<file path="config.mk">
export PLATFORM = sky130hd
export DESIGN_NAME = bgu_serial_sub
export DESIGN_NICKNAME = d
export VERILOG_FILES = /design/src/rtl/bgu_serial_sub_pkg.sv /design/src/rtl/bgu_serial_sub_cla_slice.sv /design/src/rtl/bgu_serial_sub.sv
export SDC_FILE = /design/constraint.sdc
export NUM_CORES = 1
export LEC_CHECK = 0
export CORE_ASPECT_RATIO = 1.5
export CORE_MARGIN = 10
export CORE_UTILIZATION = 46
export CTS_CLUSTER_DIAMETER = 80
export CTS_CLUSTER_SIZE = 10
export DETAILED_ROUTE_END_ITERATION = 8
export GPL_ROUTABILITY_DRIVEN = 0
export PLACE_DENSITY = 0.76
export SLEW_MARGIN = 20
export SYNTH_ARGS = -nofsm -noshare
export SYNTH_HDL_FRONTEND = slang
export SYNTH_SLANG_ARGS = --single-unit
</file>
<file path="constraint.sdc">
create_clock -name clk -period 3.4 [get_ports clk]
set_input_delay 0.34 -clock clk [delete_from_list [all_inputs] [get_ports clk]]
set_output_delay 0.34 -clock clk [all_outputs]
set_load 0.1 [all_outputs]
</file>
<file path="src/rtl/bgu_serial_sub_pkg.sv">
// Shared types and sizing helpers for the serial borrow-lookahead subtractor.
package bgu_serial_sub_pkg;

  // Controller states; encodings are fixed so debug views stay comparable.
  typedef enum logic [1:0] {
    StIdle = 2'd0,
    StRun  = 2'd1,
    StDone = 2'd2
  } state_e;

  localparam int unsigned WidthDefault = 16;
  localparam int unsigned ChunkDefault = 4;

  // Index width for a chunk counter; a single-chunk build still needs one bit.
  function automatic int unsigned idx_width(input int unsigned n);
    return (n > 1) ? $clog2(n) : 1;
  endfunction

  localparam int unsigned NCHUNK = WidthDefault / ChunkDefault;
  localparam int unsigned IDX_W  = idx_width(NCHUNK);

endpackage

</file>
<file path="src/rtl/bgu_serial_sub_cla_slice.sv">
// Combinational CHUNK-bit borrow-lookahead slice: difference, borrow out and
// group propagate/generate for cascading.
module bgu_cla_slice #(
  parameter int unsigned CHUNK = 4
) (
  input  logic [CHUNK-1:0] a_s,
  input  logic [CHUNK-1:0] b_s,
  input  logic             bin,
  output logic [CHUNK-1:0] d_s,
  output logic             bout,
  output logic             grp_p,
  output logic             grp_g
);

  // Each bit's borrow-in comes from the prefix group P/G of the bits below it.
  always_comb begin : lookahead
    logic [CHUNK-1:0] g;
    logic [CHUNK-1:0] p;
    logic [CHUNK-1:0] bin_v;
    logic             gacc;
    logic             pacc;
    g     = ~a_s & b_s;
    p     = ~(a_s ^ b_s);
    bin_v = '0;
    gacc  = 1'b0;
    pacc  = 1'b1;
    for (int i = 0; i < CHUNK; i++) begin
      bin_v[i] = gacc | (pacc & bin);
      gacc     = g[i] | (p[i] & gacc);
      pacc     = pacc & p[i];
    end
    d_s   = a_s ^ b_s ^ bin_v;
    grp_g = gacc;
    grp_p = pacc;
    bout  = gacc | (pacc & bin);
  end

endmodule

</file>
<file path="src/rtl/bgu_serial_sub.sv">
// Multi-cycle subtractor: one CHUNK-bit borrow-lookahead slice per clock,
// valid/ready on both operand and result sides.
module bgu_serial_sub
  import bgu_serial_sub_pkg::*;
#(
  parameter int unsigned WIDTH = WidthDefault,
  parameter int unsigned CHUNK = ChunkDefault
) (
  input  logic             clk,
  input  logic             rst_n,
  input  logic             in_valid,
  output logic             in_ready,
  input  logic [WIDTH-1:0] a,
  input  logic [WIDTH-1:0] b,
  output logic             out_valid,
  input  logic             out_ready,
  output logic [WIDTH-1:0] diff,
  output logic             borrow_out,
  output logic             ovf,
  output logic             zero
);

  localparam int unsigned NChunk = WIDTH / CHUNK;
  localparam int unsigned IdxW   = idx_width(NChunk);
  localparam logic [IdxW-1:0] LastIdx = IdxW'(NChunk - 1);

  state_e           state_q, state_d;
  logic [WIDTH-1:0] a_q, a_d, b_q, b_d, diff_q, diff_d;
  logic [IdxW-1:0]  idx_q, idx_d;
  logic             bin_q, bin_d;
  logic             borrow_q, borrow_d, ovf_q, ovf_d, zero_q, zero_d;

  logic [CHUNK-1:0] a_s, b_s, d_s;
  logic             s_bout, s_p, s_g;

  bgu_cla_slice #(
    .CHUNK (CHUNK)
  ) u_slice (
    .a_s   (a_s),
    .b_s   (b_s),
    .bin   (bin_q),
    .d_s   (d_s),
    .bout  (s_bout),
    .grp_p (s_p),
    .grp_g (s_g)
  );

  // Group terms exist for cascading into a wider lookahead; one slice needs only bout.
  logic unused_grp;
  assign unused_grp = s_p ^ s_g;

  // State register.
  always_ff @(posedge clk or negedge rst_n) begin
    if (!rst_n) begin
      state_q <= StIdle;
    end else begin
      state_q <= state_d;
    end
  end

  // Next-state logic.
  always_comb begin
    state_d = state_q;
    unique case (state_q)
      StIdle:  if (in_valid) state_d = StRun;
      StRun:   if (idx_q == LastIdx) state_d = StDone;
      StDone:  if (out_ready) state_d = StIdle;
      default: state_d = StIdle;
    endcase
  end

  // Handshake outputs decoded from registered state only.
  always_comb begin
    in_ready  = (state_q == StIdle);
    out_valid = (state_q == StDone);
  end

  // Slice operand mux: pick the chunk addressed by idx_q.
  always_comb begin
    a_s = '0;
    b_s = '0;
    for (int k = 0; k < int'(NChunk); k++) begin
      if (idx_q == IdxW'(k)) begin
        a_s = a_q[k*CHUNK +: CHUNK];
        b_s = b_q[k*CHUNK +: CHUNK];
      end
    end
  end

  // Datapath next state: capture, per-slice accumulate, flags on the last slice.
  always_comb begin
    a_d      = a_q;
    b_d      = b_q;
    diff_d   = diff_q;
    idx_d    = idx_q;
    bin_d    = bin_q;
    borrow_d = borrow_q;
    ovf_d    = ovf_q;
    zero_d   = zero_q;
    unique case (state_q)
      StIdle: begin
        if (in_valid) begin
          a_d   = a;
          b_d   = b;
          bin_d = 1'b0;
          idx_d = '0;
        end
      end
      StRun: begin
        for (int k = 0; k < int'(NChunk); k++) begin
          if (idx_q == IdxW'(k)) diff_d[k*CHUNK +: CHUNK] = d_s;
        end
        bin_d = s_bout;
        idx_d = idx_q + 1'b1;
        if (idx_q == LastIdx) begin
          idx_d    = '0;
          borrow_d = s_bout;
          zero_d   = (diff_d == '0);
          ovf_d    = (a_q[WIDTH-1] != b_q[WIDTH-1]) && (diff_d[WIDTH-1] != a_q[WIDTH-1]);
        end
      end
      default: ;
    endcase
  end

  // Datapath registers.
  always_ff @(posedge clk or negedge rst_n) begin
    if (!rst_n) begin
      a_q      <= '0;
      b_q      <= '0;
      diff_q   <= '0;
      idx_q    <= '0;
      bin_q    <= 1'b0;
      borrow_q <= 1'b0;
      ovf_q    <= 1'b0;
      zero_q   <= 1'b0;
    end else begin
      a_q      <= a_d;
      b_q      <= b_d;
      diff_q   <= diff_d;
      idx_q    <= idx_d;
      bin_q    <= bin_d;
      borrow_q <= borrow_d;
      ovf_q    <= ovf_d;
      zero_q   <= zero_d;
    end
  end

  assign diff       = diff_q;
  assign borrow_out = borrow_q;
  assign ovf        = ovf_q;
  assign zero       = zero_q;

endmodule

</file>
==> results.rst <==
.. list-table::
   :header-rows: 1

   * - Metric
     - Value
   * - Status
     - finished clean
   * - Fillers
     - around 550
   * - Cell breakdown of the critical path
     - inv_1 > ha_2 > buf_4 > nand3b_1 > a21oi_1 > a21oi_1 > o21ai_0 > ha_1 > nor2_1 > nor3b_1 > o311a_4 > or3b_1 > a41oi_1
   * - Count of vias placed by the detailed router
     - between 2000 and 2500
   * - Proportion of synthesized chip area in sequential cells
     - roughly 52%
   * - Count of yosys warnings during synthesis
     - 0
   * - Growth of design area from synthesis to finish
     - 27.7%
   * - Leading cell types by total area after synthesis
     - sky130_fd_sc_hd__dfrtp_1 (52%), sky130_fd_sc_hd__nand2_1 (18%), sky130_fd_sc_hd__o21ai_0 (4.8%)
   * - Clock Tree Buf Depth
     - 2
   * - Most used standard cell by instance count after synthesis
     - sky130_fd_sc_hd__nand2_1
   * - Maximum operating frequency
     - 322 MHz
   * - Clock slew at the register clock pins of the worst setup and hold paths
     - ~90 ps
   * - Core Rows
     - 34
   * - Fin util
     - 60.0%
   * - Number of global-route vias before repair
     - roughly 2400
   * - Post-detailed-route via-to-cell ratio
     - approximately 5.2
   * - # hold bufs at CTS
     - 0
   * - Net count after synthesis
     - ~360
   * - Initial antenna violation count
     - 0
   * - Number of nets still failing antenna checks after routing
     - 0
   * - Non-Filler Cell Area, Final
     - around 3400 µm²
   * - Area of the mapped netlist
     - around 2700 µm²
   * - CP max-delay cell
     - sky130_fd_sc_hd__dfrtp_1
   * - Final worst path period share
     - between 90% and 100%
   * - Transition time at the pin with the least slew margin
     - 1050 ps
   * - Unrepaired setup endpoints after global routing
     - no
   * - Most Frequent Cell on Critical Path
     - sky130_fd_sc_hd__a21oi_1
   * - Starting density of the core
     - between 40% and 50%
   * - Required time of the worst setup path
     - about 3600 ps
   * - Vert. Die Dim
     - ~110 µm
   * - DRC Markers
     - 0
   * - Number of buffers created by CTS
     - 5
   * - Number of hold violations in the final report
     - 0
   * - Sum of routed wire length over all layers
     - 6.39 mm
   * - Global Route Usage Sum
     - 14.2%
   * - Global-route wire length before repair
     - around 11 mm
   * - Critical path capture point type
     - register
   * - Number of levels the H-tree was split into
     - 2
   * - Top_reg_cell synth
     - sky130_fd_sc_hd__dfrtp_1
   * - Data arrival, critical path
     - between 3000 and 4000 ps
   * - Kind of start point of the critical path
     - register
   * - Max-Slew Margin vs Limit
     - between 20% and 30%
   * - Setup skew after layout
     - 7.45 ps
   * - Largest net degree at the start of global routing
     - 36
   * - Core Footprint
     - 5740 µm²
   * - Class of the most critical setup path
     - register to register
   * - Clock tree sinks
     - 56
   * - Half-perimeter wire length after detailed placement
     - approximately 5 mm
   * - Cell count after synthesis
     - approximately 320
   * - Die area
     - approximately 9400 µm²
   * - PortBufs
     - 56
   * - CTS tree
     - done
   * - Number of synthesized flops with an enable pin
     - 0
   * - Delay of the slowest cell on the worst path
     - between 400 and 500 ps
   * - Area fraction of the dominant cell type after synthesis
     - between 50% and 60%
   * - Count of boundary I/O pins
     - 57
   * - Maximum capacitance violations
     - 0
   * - Post-DR wirelength/cell
     - between 10 and 15 µm
   * - Share of layout cells above drive strength 1
     - around 6%
   * - Finish-stage setup viols
     - 0
   * - Cell Area, Placed
     - between 3000 and 4000 µm²
   * - Number of synthesized register bits
     - 56
   * - Remaining Overflow, GRT
     - 0
   * - Synth cell count leaders
     - sky130_fd_sc_hd__nand2_1 (132), sky130_fd_sc_hd__dfrtp_1 (56), sky130_fd_sc_hd__o21ai_0 (26)
   * - Area leader, netlist
     - sky130_fd_sc_hd__dfrtp_1
   * - Fin crit period
     - ~3100 ps
   * - Summed negative setup slack over all endpoints
     - 0 ps
   * - Syn avg cell area
     - 8.48 µm²
   * - Iteration count of the initial detailed-routing pass
     - 4
   * - Width of the chip
     - 82.5 µm
   * - Clock network latency to the later pin of the worst-skew pair
     - 310 ps
   * - Diode count
     - 0
   * - Post-layout nets
     - about 420
   * - Share of synthesized registers carrying an async set or reset
     - 100%
   * - Number of different library cells in the post-synthesis netlist
     - 33
   * - Clock Tree Root
     - sky130_fd_sc_hd__clkbuf_8
   * - Worst hold-check path type
     - input pin to async pin
   * - Final Max Tran Viols
     - 0
   * - DR iter-0 viols
     - about 120
   * - Largest driver fanout on the critical path
     - 8
sequential cells by signal (all words and copies together) (netlist names), 2 cells and up:
register  count
a_q          16
state_q       2
diff         16
idx_q         2
b_q          16
final cells by class:
type,instances,area [µm²],share of cell area [%]
Sequential cell,56,1400,40.7
Clock buffer,7,86.3,2.51
Tap cell,72,90.1,2.62
Timing Repair Buffer,63,606,17.6
Multi-Input combinational cell,241,1230,35.8
Inverter,5,18.8,0.545
Clock inverter,1,7.51,0.218
cells by family (layout without fill, tap and decap cells):
logic type | Yosys count | in the layout | share of synthesized area [%]
buffers and inverters | 21 | 76 | 2.97
adder cells (fa/ha/maj) | 9 | 9 | 4.45
AND/OR/NAND/NOR | 168 | 168 | 26.0
AO/OA/AOI/OAI | 61 | 61 | 13.6
XOR/XNOR | 3 | 3 | 0.975
flip-flops | 56 | 56 | 52.0
path summary, 6_finish.rpt:
| kind | start | end | slack (ps) | cells after the start |
|---|---|---|---|---|
| worst max register to register | idx_q[0] | ovf | 300 | 13 |
| max in group asynchronous | rst_n | b_q[13] | 2570 | 2 |
| min in group clk | b_q[13] | b_q[13] | 480 | 2 |
| worst min register to register | b_q[13] | b_q[13] | 480 | 2 |
| worst max-delay path | idx_q[0] | ovf | 300 | 13 |
| worst min-delay path | rst_n | diff[14] | 20 | 1 |
repair_timing:
item,CTS,global route
buffers inserted,0,0
endpoints found under the hold margin,0,0
endpoints found under the setup margin,0,2
resized for setup,0,5
placed cells by master, fill, tap and decap left out, types with 6 or more instances in the layout:
master / n
sky130_fd_sc_hd__a21oi_1: 21
sky130_fd_sc_hd__buf_4: 8
sky130_fd_sc_hd__clkbuf_8: 6
sky130_fd_sc_hd__clkdlybuf4s50_1: 54
sky130_fd_sc_hd__dfrtp_1: 56
sky130_fd_sc_hd__nand2_1: 132
sky130_fd_sc_hd__nand3b_1: 7
sky130_fd_sc_hd__nor2_1: 10
sky130_fd_sc_hd__o21ai_0: 25
worst max-delay path, delay by kind of cell, from the launching register on:
kind / cells / cell delay (ps)
adder cells (fa/ha/maj): 2 / 580
AO/OA/AOI/OAI: 5 / 980
AND/OR/NAND/NOR: 4 / 670
flip-flops: 1 / 470
buffers and inverters: 2 / 310
metrics by stage:
stage / cells / worst slack (ps) / hold slack [ps]
final: 445 / 297 / 24.6
after global routing: 445 / 40.4 / 60.5
after CTS: 445 / 128 / 37.7
after detailed placement: 437 / 168 / 375
after global placement: 437 / 306 / 368
after floorplan: 318 / 253 / 44.4
metal layers:
metal	vias to the layer above	routed length (µm)	GRT usage, %
met3	13	309	2.36
met1	1085	2500	16.5
li1	1161	-	-
met5	-	0	0
met2	56	3410	24.6
met4	0	170	6.38
Power is not shown: default switching activity piles up to over one toggle a cycle in this logic, so the estimate is an artifact.
